**src/rtl/mbtrain_busy_driver.sv**
```systemverilog
// mbtrain_busy_driver: busy handshake around N pattern/compare iterations with per-iteration timeout and abort
module mbtrain_busy_driver #(
  parameter int TIMEOUT_CYCLES = 1024,
  parameter int GAP_CYCLES = 4,
  parameter int ITER_W = 8
) (
  input  logic              clk,
  input  logic              rst_n,
  input  logic              i_start,
  input  logic [ITER_W-1:0] i_iterations,
  input  logic              i_done,
  input  logic              i_abort,
  output logic              o_busy,
  output logic              o_pattern_en,
  output logic [ITER_W-1:0] o_iter_count,
  output logic              o_timeout,
  output logic              o_aborted
);
  localparam int TW = $clog2(TIMEOUT_CYCLES);
  localparam int GW = $clog2(GAP_CYCLES + 1);
  localparam logic [TW-1:0] T_MAX = TW'(TIMEOUT_CYCLES - 1);
  localparam logic [GW-1:0] G_MAX = GW'(GAP_CYCLES - 1);
  typedef enum logic [1:0] {IDLE, LAUNCH, WAIT_DONE, GAP} state_t;
  state_t state, state_n;
  logic [ITER_W-1:0] target, target_n, cnt_n, cnt_inc;
  logic [TW-1:0] tcnt, tcnt_n;
  logic [GW-1:0] gcnt, gcnt_n;
  logic start_ok, busy_n, to_n, ab_n;
  assign cnt_inc = o_iter_count + 1'b1;
  // A zero-iteration start keeps the FSM in IDLE but still pulses busy for one cycle; the !o_busy term blocks a retrigger during it.
  assign start_ok = (state == IDLE) && i_start && !o_busy;
  // Next-state and next-output logic; abort overrides every other transition out of a non-IDLE state.
  always_comb begin
    state_n = state;
    target_n = target;
    cnt_n = o_iter_count;
    tcnt_n = tcnt;
    gcnt_n = gcnt;
    to_n = o_timeout;
    ab_n = o_aborted;
    case (state)
      IDLE: if (start_ok) begin
        target_n = i_iterations;
        cnt_n = '0;
        to_n = 1'b0;
        ab_n = 1'b0;
        state_n = (i_iterations != '0) ? LAUNCH : IDLE;
      end
      LAUNCH: begin
        tcnt_n = '0;
        state_n = WAIT_DONE;
      end
      WAIT_DONE: begin
        tcnt_n = tcnt + 1'b1;
        if (i_done) begin
          cnt_n = cnt_inc;
          gcnt_n = '0;
          state_n = (cnt_inc == target) ? IDLE : GAP;
        end else if (tcnt == T_MAX) begin
          to_n = 1'b1;
          state_n = IDLE;
        end
      end
      GAP: begin
        gcnt_n = gcnt + 1'b1;
        state_n = (gcnt == G_MAX) ? LAUNCH : GAP;
      end
      default: state_n = IDLE;
    endcase
    if (state != IDLE && i_abort) begin
      state_n = IDLE;
      cnt_n = o_iter_count;
      to_n = o_timeout;
      ab_n = 1'b1;
    end
    busy_n = (state_n != IDLE) || start_ok;
  end
  // State and registered outputs; async reset returns everything to IDLE with outputs low.
  always_ff @(posedge clk or negedge rst_n) begin
    if (!rst_n) begin
      state <= IDLE;
      target <= '0;
      tcnt <= '0;
      gcnt <= '0;
      o_busy <= 1'b0;
      o_pattern_en <= 1'b0;
      o_iter_count <= '0;
      o_timeout <= 1'b0;
      o_aborted <= 1'b0;
    end else begin
      state <= state_n;
      target <= target_n;
      tcnt <= tcnt_n;
      gcnt <= gcnt_n;
      o_busy <= busy_n;
      o_pattern_en <= (state_n == LAUNCH);
      o_iter_count <= cnt_n;
      o_timeout <= to_n;
      o_aborted <= ab_n;
    end
  end
endmodule
```
**config.mk**
```make
export PLATFORM = sky130hd
export DESIGN_NAME = mbtrain_busy_driver
export DESIGN_NICKNAME = d
export VERILOG_FILES = /design/src/rtl/mbtrain_busy_driver.sv
export SDC_FILE = /design/constraint.sdc
export NUM_CORES = 1
export LEC_CHECK = 0
export ABC_CLOCK_PERIOD_IN_PS = 2400
export BUFFER_PORTS_ARGS = -buffer_cell sky130_fd_sc_hd__clkbuf_2
export CORE_AREA = 2 2 61 92
export CTS_CLUSTER_SIZE = 14
export DETAILED_ROUTE_END_ITERATION = 6
export DIE_AREA = 0 0 63 94
export HOLD_SLACK_MARGIN = 0.15
export MAX_ROUTING_LAYER = met4
export PLACE_DENSITY_LB_ADDON = 0.15
export SYNTH_ARGS = -nofsm -noshare
export SYNTH_HDL_FRONTEND = slang
export SYNTH_SLANG_ARGS = --single-unit
```
**constraint.sdc**
```tcl
create_clock -name clk -period 2.4 [get_ports clk]
set_input_delay 0.12 -clock clk [delete_from_list [all_inputs] [get_ports clk]]
set_output_delay 0.12 -clock clk [all_outputs]
set_load 0.02 [all_outputs]
```
==> flow_summary.ini <==
[power]
switchingPower_mw = 0.909
irDropWorstVdd_uv = 521
pwr-share-seq_pct = 38.2
p_per_area_nw_per_um2 = 962
p_int_mw = 1.40
power.share.switching_pct = 39.3
p_leak_nw = 1.04
clock_power_share_pct = 18.2
power_frac_comb_pct = 43.6

[cells_and_area]
seq_area_sq_um = 876
area_growth_pct = 21.1
fin_nets = 274
stdcell_count = 323
diodes = 0
drive_above_1_share_pct = 20.0
multiInputGateArea_sq_um = 1030
fillers = 509

[critical_path]
cp-start-kind = register
required_ns = 2.62
critPathMaxFanout = 8
endpoint = o_pattern_en
path_class = register to register
reg2reg_depth = 8
regToRegStartpoint = state[0]
worst_ep_arrival_time_ns = 2.36
critPathLaunch = state[0]
timing.rr.end = o_pattern_en
rrSetupSlack_ns = 0.26
end_kind = register

[flow_run]
maxCapViolations = 0

[outcome]
outcome = finished clean

[detailed_routing]
vias = 1652
drcViolationCount = 0
antenna_left = 0
wire_per_inst_um = 14.4
dr.pass1.iters = 4
viasPerCell = 5.11
drt_wl_total_um = 4670
drtIter0Drc = 67

[placed_design]
place_congestion = 0.906
dpl.cell_count = 305
post-place-ws_ns = 0.267
numPortBuffers = 24
dpl.hpwl_um = 3440

[global_routing]
overflow = 0
grt_max_degree = 36
grt_pass1_vias = 1753
track_usage_pct = 18.5
antenna_found_initial = 0
grt_pass1_wl_um = 8140

[timing]
timing.fmax_mhz = 467
slew_headroom_pct = 41.0
finalSetupViolations = 0
post-route-min-period_ns = 2.14
hold_viol_final = 0
final-max-slew-violation-count = 0
rsz0062_at_grt = no
finalWorstSetupSlack_ns = 0.260
finClkSkew_ns = 0.00872
timing.setup.tns_ns = 0
fin_crit_sh_pct = 89.2
tightest_slew_ns = 0.885

[yosys]
synth_seq_cells = 35
syn-mean-instance-area_sq_um = 9.35
synth_seq_area_share_pct = 44.2
netlist.area_leader.share_pct = 44.2
syn-num-nets = 232
syn_area_sq_um = 1980
synth_most_common_cell = dfrtp_1
async_flop_share_pct = 100
synth_common_cells = 35 x dfrtp_1, 23 x o21ai_0, 19 x nand2_1
synth_warnings = 0
ys_types = 41
synth_area_leaders = dfrtp_1 44%, o21ai_0 5.8%, mux2_2 4.5%
synth_edf_count = 0
synth_flop_cell = dfrtp_1
yosysTopAreaCell = dfrtp_1
synthCells = 212

[floorplanning]
die_x_um = 63
core-area_sq_um = 5080
initial_core_util_pct = 39.0
die_y_um = 94
die_area_sq_um = 5920
row_count = 32
ios = 25

[clock_tree]
cts_buffers = 5
postCtsSetupBuffers = 0
clkTransAtPathRegs_ns = 0.07
clockBufferDepth = 2
cts_root_buf = clkbuf_8
htreeDepth = 2
clock_sinks = 35
cts_tree = done
clk_latency_ns = 0.29

[hold_path]
hold_class = primary input to register
[power groups by stage]
stage / clock, mW / sequential [mW] / combinational [mW]
2_1_floorplan: 0 / 0.919 / 0.682
3_3_place_gp: 0 / 0.891 / 0.999
3_5_place_dp: 0 / 0.897 / 1.01
4_1_cts: 0.433 / 0.884 / 1.02
5_1_grt: 0.463 / 0.908 / 1.14
6_report: 0.420 / 0.883 / 1.01
[logic make-up after synthesis]
logic type / after synthesis / share of synthesized area, %
simple gates: 75 / 19.9
compound gates: 53 / 16.8
flops: 35 / 44.2
buf+inv: 20 / 3.85
xor+xnor: 12 / 5.30
mux: 10 / 5.56
fa+ha+maj: 7 / 4.42
[placed cells by master (no fill, tap or decap), types with 2 or more instances in the layout]
cell	netlist	routed
nor2_1	16	16
nand2b_1	4	4
ha_1	7	7
xnor2_1	8	8
clkbuf_8	0	5
o211ai_1	3	3
inv_1	13	13
nand3_1	8	8
dlygate4sd3_1	0	10
clkbuf_2	0	24
xor2_1	4	4
o21ai_1	3	3
nand3b_1	4	4
a31oi_1	2	2
dfrtp_1	35	35
o21ai_0	23	23
mux2_2	8	8
clkbuf_1	6	2
or3_1	4	4
a21oi_1	7	7
nor2b_1	3	3
nand4_1	2	2
nor4_1	4	4
o31ai_1	4	4
nand2_1	19	19
buf_4	0	8
a21o_1	2	2
o41ai_1	2	2
nor3_1	4	4
mux2i_1	2	2
[timing repair]
action / in CTS / in global routing
hold buffers: 10 / 0
hold endpoints to repair: 44 / 0
gates resized for setup: 0 / 0
[worst min-delay path by stage]
stage / from / to / slack [ns] / cells past startpoint
after floorplan: rst_n / gcnt[0] / -0.18 / 0
after CTS: i_start / state[1] / 0.22 / 4
after global placement: rst_n / o_iter_count[3] / 0.30 / 1
after detailed placement: rst_n / o_iter_count[3] / 0.30 / 1
final: i_start / state[1] / 0.23 / 4
after global routing: i_done / gcnt[1] / 0.28 / 3
[metrics by stage]
step           utilization, %  area [sq um]  total power [mW]  hold slack (ns)
6_report                 47.2          2400              2.31            0.229
5_1_grt                  47.2          2400              2.51            0.281
2_1_floorplan               -          1980              1.60           -0.176
3_3_place_gp             43.7          2220              1.89            0.304
3_5_place_dp             43.7          2220              1.90            0.305
4_1_cts                  47.2          2400              2.34            0.217
[flip-flops by register name, indices dropped and copies added, names as in the netlist]
register and flops:
gcnt 3, o_aborted 1, o_busy 1, o_iter_count 8, o_pattern_en 1, o_timeout 1
state 2, target 8, tcnt 10
[per-layer routing]
layer	vias to the layer above	GRT usage (%)	part of all wire, %
met5	-	-	0
met4	0	8.52	2.0
met3	7	4.08	3.1
met2	27	33.8	54
met1	774	18.7	40
li1	844	-	-
[critical path, stage by stage, from the launching register on]
cell      delay [ns]
dfrtp_1         0.41
inv_1           0.11
ha_1            0.28
nand3b_1        0.30
nand3_1         0.18
o211ai_1        0.12
nor4_1          0.29
a21oi_1         0.15
o21ba_1         0.24
[final cells by class]
cell class	instances	share of cell area (%)
Timing Repair Buffer	42	11.7
Clock buffer	7	3.18
Multi-Input combinational cell	157	42.9
Tap cell	68	3.54
Clock inverter	1	0.208
Sequential cell	35	36.5
Inverter	13	2.03
No activity file was read; power rests on OpenSTA's default activity.
